### config.mk
export PLATFORM = sky130hd
export DESIGN_NAME = lsu_arbiter
export DESIGN_NICKNAME = d
export VERILOG_FILES = /design/src/rtl/lsu_arbiter.sv
export SDC_FILE = /design/constraint.sdc
export NUM_CORES = 1
export LEC_CHECK = 0
export CAP_MARGIN = 20
export CORE_AREA = 2 2 116 118
export CTS_BUF_LIST = sky130_fd_sc_hd__clkbuf_8
export DETAILED_ROUTE_END_ITERATION = 8
export DIE_AREA = 0 0 118 120
export DONT_BUFFER_PORTS = 1
export GPL_TIMING_DRIVEN = 0
export PLACE_DENSITY = 0.41
export SYNTH_ARGS = -nofsm -noshare
export SYNTH_HDL_FRONTEND = slang
export SYNTH_SLANG_ARGS = --single-unit
### constraint.sdc
create_clock -name i_clk -period 1.2 [get_ports i_clk]
set_input_delay 0.12 -clock i_clk [delete_from_list [all_inputs] [get_ports i_clk]]
set_output_delay 0.12 -clock i_clk [all_outputs]
set_load 0.01 [all_outputs]
### src/rtl/lsu_arbiter.sv
// Arbitrates the single LSU port between the core and a debug/loader master,
// with bounded debug wait and burst length. Optional stall statistics via LSU_ARB_STATS_EN.
module lsu_arbiter #(
    parameter int unsigned DBG_BURST_MAX = 8,
    parameter int unsigned DBG_WAIT_MAX  = 4
) (
    input  logic        i_clk,
    input  logic        i_reset,
    input  logic        i_core_req,
    input  logic        i_core_wren,
    input  logic [31:0] i_core_addr,
    input  logic [31:0] i_core_wdata,
    output logic [31:0] o_core_rdata,
    output logic        o_core_stall,
    input  logic        i_dbg_req,
    input  logic        i_dbg_wren,
    input  logic [31:0] i_dbg_addr,
    input  logic [31:0] i_dbg_wdata,
    output logic        o_dbg_gnt,
    output logic        o_dbg_ack,
    output logic [31:0] o_dbg_rdata,
    output logic [31:0] o_mem_addr,
    output logic [31:0] o_mem_wdata,
    output logic        o_mem_wren,
    input  logic [31:0] i_mem_rdata
`ifdef LSU_ARB_STATS_EN
    ,
    output logic [31:0] o_stall_cnt
`endif
);

    localparam int unsigned WW = $clog2(DBG_WAIT_MAX) + 1;
    localparam int unsigned BW = $clog2(DBG_BURST_MAX) + 1;
    localparam logic [WW-1:0] WAIT_LAST  = WW'(DBG_WAIT_MAX - 1);
    localparam logic [BW-1:0] BURST_LAST = BW'(DBG_BURST_MAX - 1);

    typedef enum logic [0:0] {StCore, StDbg} state_e;

    state_e          state_q;
    logic [WW-1:0]   wait_cnt_q;
    logic [BW-1:0]   burst_cnt_q;
    logic            dbg_ack_q;
    logic [31:0]     dbg_rdata_q;
    logic            dbg_own;
    logic            dbg_gnt;

    assign dbg_own = (state_q == StDbg);
    assign dbg_gnt = dbg_own & i_dbg_req;

    always_ff @(posedge i_clk or negedge i_reset) begin
        if (!i_reset) begin
            state_q     <= StCore;
            wait_cnt_q  <= '0;
            burst_cnt_q <= '0;
            dbg_ack_q   <= 1'b0;
            dbg_rdata_q <= '0;
        end else begin
            dbg_ack_q <= dbg_gnt;
            if (dbg_gnt) begin
                dbg_rdata_q <= i_mem_rdata;
                burst_cnt_q <= burst_cnt_q + BW'(1);
            end
            case (state_q)
                StCore: begin
                    if (i_dbg_req) begin
                        // Idle core yields at once; a busy core yields after the wait bound.
                        if (!i_core_req || wait_cnt_q == WAIT_LAST) begin
                            state_q     <= StDbg;
                            wait_cnt_q  <= '0;
                            burst_cnt_q <= '0;
                        end else begin
                            wait_cnt_q <= wait_cnt_q + WW'(1);
                        end
                    end else begin
                        wait_cnt_q <= '0;
                    end
                end
                StDbg: begin
                    if (!i_dbg_req || (dbg_gnt && burst_cnt_q == BURST_LAST)) begin
                        state_q <= StCore;
                    end
                end
                default: state_q <= StCore;
            endcase
        end
    end

    assign o_core_rdata = i_mem_rdata;
    assign o_core_stall = dbg_own;
    assign o_dbg_gnt    = dbg_gnt;
    assign o_dbg_ack    = dbg_ack_q;
    assign o_dbg_rdata  = dbg_rdata_q;
    assign o_mem_addr   = dbg_own ? i_dbg_addr  : i_core_addr;
    assign o_mem_wdata  = dbg_own ? i_dbg_wdata : i_core_wdata;
    // Writes are suppressed while reset is held so a reset mid-burst cannot leak a store.
    assign o_mem_wren   = i_reset & (dbg_own ? (i_dbg_wren & i_dbg_req)
                                             : (i_core_wren & i_core_req));

`ifdef LSU_ARB_STATS_EN
    logic [31:0] stall_cnt_q;

    always_ff @(posedge i_clk or negedge i_reset) begin
        if (!i_reset) begin
            stall_cnt_q <= '0;
        end else if (dbg_own && stall_cnt_q != 32'hFFFF_FFFF) begin
            stall_cnt_q <= stall_cnt_q + 32'd1;
        end
    end

    assign o_stall_cnt = stall_cnt_q;
`endif

endmodule

Word-level counts from Yosys, hierarchy flattened
Index checks and enable logic that the tools add are counted.
Word-level totals
  register bits after elaboration: 41
  bits of input ports: 166
Operators by class
  add/sub/neg operators: 2
  eq/ne operators: 2
  muxes and demuxes: 13
  bitwise logic cells: 5
  reduce and logical (&&, ||, !) cells: 5
Operators with widths (count)
  $mux W32: 2
  $mux W4: 4
  $mux W3: 2
  $add A4 B1 Y4 const B: 1
  $and A1 B1 Y1: 4
  $eq A4 B3 Y1 const B: 1
  $mux W1: 4
  $add A3 B1 Y3 const B: 1
  $eq A3 B2 Y1 const B: 1
  $logic_not A1 Y1: 2
  $logic_or A1 B1 Y1: 2
  $pmux W1 S2: 1
  $logic_and A1 B1 Y1: 1
  $not A1 Y1: 1

Logic depth before layout (Yosys ltp)
Gate-level depths: netlist of run 1.
  depth in word-level cells: 5
  depth in mapped cells: 6
  mapped depth without buffers: 5

Worst setup path before layout of run 1
Ideal clock, no wire load.
  kind: reg-to-reg
  start: register state_q (netlist: o_core_stall)
  end: register dbg_rdata_q[26] (netlist: o_dbg_rdata[26])
  arrival: 1168 ps
  data required time: 1075 ps
  path slack: -93 ps
  stages on the path, launching flop included: 6
  cells stage by stage: dfrtp_1 > buf_6 > nand2_4 > inv_4 > buf_6 > mux2_2
Between the ends
  longest elaborated chain between the ends: 1
Ends and longest elaborated chain
  start, declared: RTL line 39  | state_e state_q;
  start signal, assigned: RTL line 52  | state_q <= StCore;
  start signal, assigned: RTL line 68  | state_q <= StDbg;
  start signal, assigned: RTL line 80  | state_q <= StCore;
  $and A1 B1 Y1: RTL line 48  | assign dbg_gnt = dbg_own & i_dbg_req;
  named net o_dbg_gnt: RTL line 19  | output logic o_dbg_gnt,
  end signal, assigned: RTL line 60  | dbg_rdata_q <= i_mem_rdata;
  end, declared: RTL line 43  | logic [31:0] dbg_rdata_q;
The timed path passes the listed nets, and every way through them passes these cells.
A chain may end at the register's enable or synchronous reset.

Worst setup path after layout of run 1
  start: register state_q (netlist: o_core_stall)
  end: output port o_mem_wdata[13]
Between the ends
  longest elaborated chain between the ends: 1
Ends and longest elaborated chain
  $mux W32: RTL line 94  | assign o_mem_wdata = dbg_own ? i_dbg_wdata : i_core_wdata;
  end, declared: RTL line 23  | output logic [31:0] o_mem_wdata,
No other way between the ends.

==> results of run 1 <==
-- power breakdown --
group	total (mW)	internal (mW)	leakage (nW)	switching, mW
logic	1.95	1.19	1.15	0.759
clock network	0.925	0.403	0.0416	0.522
registers	2.18	1.74	0.497	0.448
total	5.06	3.33	1.69	1.73
-- state kept, by name (all words and copies together) (netlist names) --
signal,count
o_dbg_rdata,32
o_core_stall,1
wait_cnt_q,3
o_dbg_ack,1
burst_cnt_q,4
-- final timing paths --
| path | to | slack (ns) | depth (start not counted) |
|---|---|---|---|
| setup reg to reg | o_dbg_rdata[20] | -0.36 | 7 |
| hold / removal | burst_cnt_q[2] | 0.08 | 3 |
| setup / recovery | o_mem_wdata[13] | -0.38 | 3 |
| hold reg to reg | wait_cnt_q[2] | 0.50 | 1 |
| max in group asynchronous | o_core_stall | 0.67 | 2 |
| min in group asynchronous | o_dbg_rdata[15] | 0.31 | 2 |
-- cells in the final DEF, fill, tap and decap left out, types with 2 or more instances in the layout --
cell type       n
buf_12          4
buf_6           7
o21ai_0         2
dlygate4sd3_1  34
mux2_2         43
clkbuf_8        5
buf_8           5
buf_16          4
clkinvlp_4      2
dfrtp_1        40
buf_4          38
nand2_1         5
nor2_1          3
a21oi_1         2
inv_1           2
mux2_4         53
diode_2         8
nand3_1         2
o21ai_1         2
-- kinds of logic after synthesis --
kind of cell               synth area share, %
muxes                                    40.97
buffers and inverters                    12.52
AOI/OAI and AO/OA                        2.181
DFF                                      38.88
and+or+nand+nor                          3.367
adders and majority gates                1.423
xor gates and xnor gates                0.6639
-- tightest hold or removal path: stages --
cell and delay (ns):
nand3_1 0.06, xor2_1 0.06, nor2_1 0.08
-- layout make-up --
| type | instances | share of cell area [%] |
|---|---|---|
| multi-input combinational | 128 | 40.24 |
| sequential | 41 | 26.24 |
| timing repair buffer | 49 | 14.41 |
| buffer | 43 | 10.35 |
| tap | 176 | 5.625 |
| clock buffer | 5 | 1.758 |
| antenna | 8 | 0.5113 |
| clock inverter | 3 | 0.4794 |
| inverter | 2 | 0.3835 |
-- what timing repair did --
action,4_1_cts,5_1_grt
resized for setup,71,6
buffers inserted,10,1
pin swaps,8,6
endpoints found under the hold margin,76,0
setup endpoints to repair,106,106
cloned,5,0
hold buffers,35,0
-- per-layer routing --
| layer | routed length [um] | GRT usage, % | vias up |
|---|---|---|---|
| met5 | 67 | 3.676 | - |
| met4 | 153 | 4.066 | 2 |
| met3 | 1386 | 8.603 | 8 |
| met2 | 4736 | 20.97 | 188 |
| met1 | 3304 | 12.68 | 965 |
| li1 | - | - | 847 |
==> results.tsv, run 1 <==
metric	value	unit
Hold/Removal Path Class	input port to register	
Power Total	5.055	mW
synthesized net count	383	
Syn Area/Cell	12.33	sq um
Die Ht	120	um
Worst EP required	1.08	ns
CP max-delay cell	dfrtp_2	
Reg clk slew, reported paths	0.08	ns
drt first pass iters	3	
CTS max path bufs	2	
minimum clock period	1.582	ns
final wirelength	9647	um
first-pass GRT wire length	13100	um
post-route antenna net violation count	0	
skew final	0.006124	ns
Slew headroom	83.23	%
total CTS buffers	5	
CP startpoint	o_core_stall	
area leader, netlist	mux2_2	
Seq. cell area	0.001027	sq mm
most common cell in the synthesized netlist	mux2_2	
final core occ	30.16	%
CTS tree	done	
critical path's top delay family	flip-flops	
Buf+Inv Stages, Crit Path	2	
nets	439	
# H-tree levels	2	
Worst path max stage delay	0.45	ns
fill count	1321	
Design Area, Final	0.003915	sq mm
MaxCap Viol Count	0	
RSZ-0062 raised after global routing	true	
Post-DP HPWL	7140	um
Initial DRC Count	33	
GR Util All Layers	12.71	%
worst-skew pair later-pin latency	0.29	ns
Critical Path Start Type	register	
area of the multi-input gates	0.001575	sq mm
Worst-Margin Slew	0.2507	ns
FF+latch count, synth	41	
hold_sp	i_dbg_req	
setup_tns	-31.97	ns
RD Place Congestion	0.9990	
starting density of the core	20.33	%
synth top area cells	mux2_2, dfrtp_1, buf_4	
Power Density	1291	mW/mm^2
share of layout cells above drive strength 1	64.21	%
cell row count	42	
Synth Cell Area	0.002639	sq mm
violated checks	negative setup slack	
CP max FO	10	
number of synthesized flops with an enable pin	0	
DRC Markers	0	
worst path cell trace	buf_8, buf_6, mux2_2	
die width	118	um
total gr overflow	0	
I/O Pins	298	
Leakage	1.686	nW
Crit. End Element	output pin	
fmax	631.9	MHz
Routed WL per cell	21.20	um
placed cells	390	
setup violators final	105	
Top FF cell, synth	dfrtp_1	
CTS sink count	41	
Synth top area share	40.97	%
post-route insts no fill	455	
root buffer cell	clkbuf_8	
FFs w/ async S/R, synth	100.0	%
top post-synthesis cells by count	mux2_2, dfrtp_1, buf_4, buf_2	
Worst Path Class, Setup	register to output pin	
Die ar.	0.01416	sq mm
largest net degree at the start of global routing	42	
Hold Fails Final Rpt	0	
hold_ws	0.08034	ns
Area Overhead vs Synth	48.36	%
post-synth cell types	23	
Final WS setup	-0.3825	ns
fin crit share	131.9	%
initial antenna violation count	8	
Post-DP Area	0.002983	sq mm
status	finished, violations left	
vias in the first global route	2058	
r2r startpoint	o_core_stall	
Vias	2010	
maximum vdd drop	0.5476	mV
Port Buffers	0	
CP arrival	1.46	ns
post-synthesis sequential area ratio	38.88	%
Mapped Cells	214	
Final Slew Violations	0	
core footprint	0.01298	sq mm
vias per cell	4.418	
Synth Warn #	0	
dpl ws	-0.2575	ns
No activity file was read; power rests on OpenSTA's default activity.
==> run 2, diff against run 1 <==
--- a/config.mk
+++ b/config.mk
@@ -13,6 +13,7 @@
 export DONT_BUFFER_PORTS = 1
 export GPL_TIMING_DRIVEN = 0
 export PLACE_DENSITY = 0.41
+export SETUP_SLACK_MARGIN = 0.02
 export SYNTH_ARGS = -nofsm -noshare
 export SYNTH_HDL_FRONTEND = slang
 export SYNTH_SLANG_ARGS = --single-unit
==> results.tsv, run 2 (synthesis gave the netlist of run 1 again) <==
metric	value	unit
Buf+Inv Stages, Crit Path	2	
initial antenna violation count	2	
path depth of the worst reg2reg path	6	
Initial DRC Count	23	
worst-skew pair later-pin latency	0.29	ns
total CTS buffers	5	
core footprint	0.01298	sq mm
share of layout cells above drive strength 1	66.42	%
met1 Usage GRT	14.31	%
I/O Pins	298	
CP startpoint	o_core_stall	
die width	118	um
CP arrival	1.49	ns
setup slack, reg-to-reg	-0.38	ns
post-route antenna net violation count	0	
max reg flops	32	
Leakage	1.827	nW
cell row count	42	
drt first pass iters	4	
Vias	1980	
Critical R2R Capture	o_dbg_rdata[14]	
total gr overflow	0	
status	finished, violations left	
Design Area, Final	0.004075	sq mm
GR Util met2	24.24	%
minimum clock period	1.610	ns
Port Buffers	0	
hold_ws	0.08389	ns
Power Density	1290	mW/mm^2
Hold/Removal Path Class	input port to register	
nets	443	
final core occ	31.40	%
final wirelength	10510	um
critical path's top delay family	flip-flops	
GR peak layer	met2	
vias in the first global route	2074	
most frequent cells in the layout	mux2_4, dfrtp_1, buf_4	
setup violators final	106	
most common cell after layout, fill and taps aside	mux2_4	
CP max FO	10	
Critical Path Start Type	register	
Final WS setup	-0.4097	ns
CP max-delay cell	dfrtp_2	
Final Slew Violations	0	
Area Overhead vs Synth	54.43	%
worst path cell trace	buf_12, buf_8, mux2_2	
vias per cell	4.390	
Slew headroom	84.91	%
Crit. End Element	output pin	
GR Util met3	7.557	%
CTS tree	done	
violated checks	negative setup slack	
Worst path max stage delay	0.48	ns
largest net degree at the start of global routing	42	
first-pass GRT wire length	14190	um
DRC Markers	0	
root buffer cell	clkbuf_8	
CTS sink count	41	
r2r startpoint	o_core_stall	
GR Util All Layers	13.96	%
Reg clk slew, reported paths	0.08	ns
Worst EP required	1.08	ns
maximum vdd drop	0.6014	mV
WHS Endpoint	burst_cnt_q[2]	
starting density of the core	20.33	%
Post-DP Area	0.002985	sq mm
Worst-Margin Slew	0.2255	ns
fin crit share	134.1	%
MaxCap Viol Count	0	
fmax	621.2	MHz
hold_sp	i_dbg_req	
Routed WL per cell	23.31	um
skew final	0.004702	ns
Worst Path Class, Setup	register to output pin	
RD Place Congestion	0.9703	
setup_tns	-35.20	ns
Die ar.	0.01416	sq mm
CTS max path bufs	2	
hold depth	3	
Hold Fails Final Rpt	0	
# H-tree levels	2	
RSZ-0062 raised after global routing	true	
Die Ht	120	um
Post-DP HPWL	7973	um
==> run 2: cell count changes in the layout (fill, tap and decap cells not counted), moves of 2 or more <==
cell,previous run,this run
a21oi_1,2,0
a21oi_2,0,2
buf_12,4,7
buf_6,7,5
diode_2,8,1
mux2_2,43,19
mux2_4,53,77
==> run 2: how the worst max path moves through the flow <==
stage                            endpoint  depth (start not counted)
final                     o_mem_wdata[23]                          3
after floorplan           o_dbg_rdata[10]                          5
after detailed placement  o_mem_wdata[28]                          3
after global routing           o_mem_wren                          6
after CTS                 o_mem_wdata[20]                          3
after global placement    o_mem_wdata[28]                          3
==> run 2: area by class of cell <==
type	instances	area, sq um
sequential	41	1027
fill	1310	8905
clock inverter	1	7.507
inverter	2	15.01
timing repair buffer	53	616.8
clock buffer	6	82.58
multi-input combinational	128	1663
buffer	43	440.4
tap	176	220.2
antenna	1	2.502
==> run 2: repair_timing <==
action                                  4_1_cts  5_1_grt
pin swaps                                     7        7
hold buffers                                 36        0
gates cloned                                  4        1
buffers inserted                              7        6
endpoints found under the setup margin      106      107
endpoints found under the hold margin        75        0
resized for setup                           100       12
==> run 2: tightest hold or removal path: stages <==
cell	delay [ns]
nand3_1	0.06
xor2_1	0.06
nor2_1	0.09
==> run 2: metrics by stage <==
| step | total power, mW | setup WS, ns | instances |
|---|---|---|---|
| 2_1_floorplan | 3.355 | -0.05002 | 214 |
| 3_3_place_gp | 3.679 | -0.3127 | 390 |
| 5_1_grt | 5.557 | -0.4730 | 451 |
| 3_5_place_dp | 3.691 | -0.3330 | 390 |
| 4_1_cts | 5.303 | -0.4451 | 444 |
| 6_report | 5.258 | -0.4097 | 451 |
==> run 2: per-layer routing <==
metal  routed length, um  part of all wire [%]  vias up
met5                  10                 0.095        -
met1                3616                    34      949
li1                    -                     -      841
met3                1309                    12       14
met4                 261                   2.5        2
met2                5315                    51      174
==> run 2: where the power goes <==
part | internal, mW | leakage, nW | total, mW | switching, mW
clock network | 0.455 | 0.0433 | 0.946 | 0.491
registers | 1.74 | 0.497 | 2.17 | 0.439
logic | 1.31 | 1.29 | 2.14 | 0.832
==> variant: new RTL, flow settings as in run 1 <==
Set the parameter `DBG_BURST_MAX` to 4 (it was 8).
--- a/src/rtl/lsu_arbiter.sv
+++ b/src/rtl/lsu_arbiter.sv
@@ -2,5 +2,5 @@
 // with bounded debug wait and burst length. Optional stall statistics via LSU_ARB_STATS_EN.
 module lsu_arbiter #(
-    parameter int unsigned DBG_BURST_MAX = 8,
+    parameter int unsigned DBG_BURST_MAX = 4,
     parameter int unsigned DBG_WAIT_MAX  = 4
 ) (
Formal check against the unedited RTL: not equivalent (a bounded check fails within 10 cycles, from zero or initial values and one cycle with i_reset low).
==> variant against run 1 <==
  * Critical path depth up 2
  * Power increased by 11%
  * First-iteration DRC count rose by 18%
  * Sequential cell count decreased by 1
  * Worst setup slack worse by 0.089 ns
  * Via count fell by 2.1%
  * Die area stayed put
  * Area after synthesis rose by 5.2%
  * Clock skew up 0.0026 ns
  * Critical path type unchanged
  * Routed wire length rose by 0.35%
  * Count of clock-buffer cells in the layout increased by 2
  * Maximum frequency fell by 5.3%
  * Cell area up 7.4%
  * Highest routed layer is now met4
  * The run still ends with setup timing left
==> variant: results (changes against run 1) <==
hold slack=0.121 ns (was 0.0803 ns); Peak VDD IR=0.578 mV (was 0.548 mV); Layout Nets=449 (was 439); worst hold start=i_core_req (was i_dbg_req); layout cell share with drive strength beyond 1=0.671 (was 0.642); final setup vio count=106 (was 105); drt wl/cell=21.2 µm (about the same); Via density=4.31 (was 4.42); worst slew pin tran=0.232 ns (was 0.251 ns); skew final=0.00873 ns (was 0.00612 ns); DRT iter0 DRCs=39 (was 33); largest net degree at the start of global routing=41 (was 42); Final Hold Viols=0 (unchanged); Lkg Pwr=0.00199 µW (was 0.00169 µW); worst-path fanout max=5 (was 10); FF-to-FF End=o_dbg_rdata[10]$_DFFE_PN0P_ (was o_dbg_rdata[20]$_DFFE_PN0P_); first-pass GRT wire length=13800 µm (was 13100 µm); initial antenna violation count=0 (was 8); Worst Slack Setup Final=-0.472 ns (was -0.382 ns); # fillers=1306 (was 1321); gpl congestion=0.903 (was 0.999); number of distinct library cells after synthesis=22 (was 23); dominant synthesized flop cell=dfrtp_1 (unchanged); Antenna diodes=0 (was 8); total CTS buffers=5 (unchanged); hold depth=2 (was 3); failing checks=setup timing (unchanged); post-DP HPWL=6900 µm (was 7140 µm); post-synthesis sequential area ratio=0.361 (was 0.389); Worst Hold End=wait_cnt_q[1]$_DFFE_PN0N_ (was burst_cnt_q[2]$_DFF_PN0_); Setup crit end=o_mem_wren (was o_mem_wdata[13]); WP data arrival=1.55 ns (was 1.46 ns); GRT Util Overall=0.128 (was 0.127); vias in the first global route=2138 (was 2058); Synth top cells by count=66 x mux2_2, 40 x dfrtp_1, 33 x buf_4 (was 96 x mux2_2, 41 x dfrtp_1, 32 x buf_4); status=finished, violations left (unchanged)
variant: power breakdown:
part           switching [µW]  leakage, µW  total [µW]  internal [µW]
Clock                     506    0.0000645        1240            735
Combinational             829      0.00145        2240           1410
Sequential                418     0.000478        2120           1700
Total                    1750      0.00199        5590           3840
variant: worst max-delay path, stage by stage (launching register included):
cell,delay [ns]
dfrtp_2,0.45
buf_6,0.14
buf_12,0.13
buf_6,0.11
nand3b_1,0.21
a21boi_2,0.23
variant: area by class of cell:
cell class,instances,area (µm²),area share
clock inverters,1,30.0,0.00714
plain buffers,43,410,0.0976
inverters,4,18.8,0.00446
multi-input cells,124,1700,0.404
repair buffers,61,729,0.173
well taps,176,220,0.0523
flip-flops and latches,40,1000,0.238
clock buffers,7,96.3,0.0229
variant: cell families (layout without fill, tap and decap cells):
family                     after synthesis  after routing  share of synthesized area
AOI/OAI and AO/OA                        8              8                     0.0185
adders and majority gates                4              4                     0.0180
muxes                                   96             96                      0.430
DFF                                     40             40                      0.361
and+or+nand+nor                         16             16                     0.0365
buffers and inverters                   49            116                      0.137
variant: layer usage:
| metal | up-vias | wire length [µm] | GRT usage |
|---|---|---|---|
| li1 | 848 | - | - |
| met1 | 959 | 3400 | 0.141 |
| met2 | 150 | 5120 | 0.227 |
| met3 | 10 | 974 | 0.0518 |
| met4 | 0 | 182 | 0.0361 |
| met5 | - | 0 | 0 |
variant: what timing repair did:
action,in CTS,in global routing
endpoints found under the setup margin,102,106
endpoints found under the hold margin,72,0
hold buffers,34,0
buffers inserted,17,8
cloned,5,1
pin swaps,3,4
gates resized for setup,61,48
variant: through the flow:
stage          instances  setup TNS, ns
2_1_floorplan        213          -2.51
3_3_place_gp         389         -13.65
3_5_place_dp         389         -14.47
4_1_cts              453         -40.32
5_1_grt              456         -44.79
6_report             456         -39.55
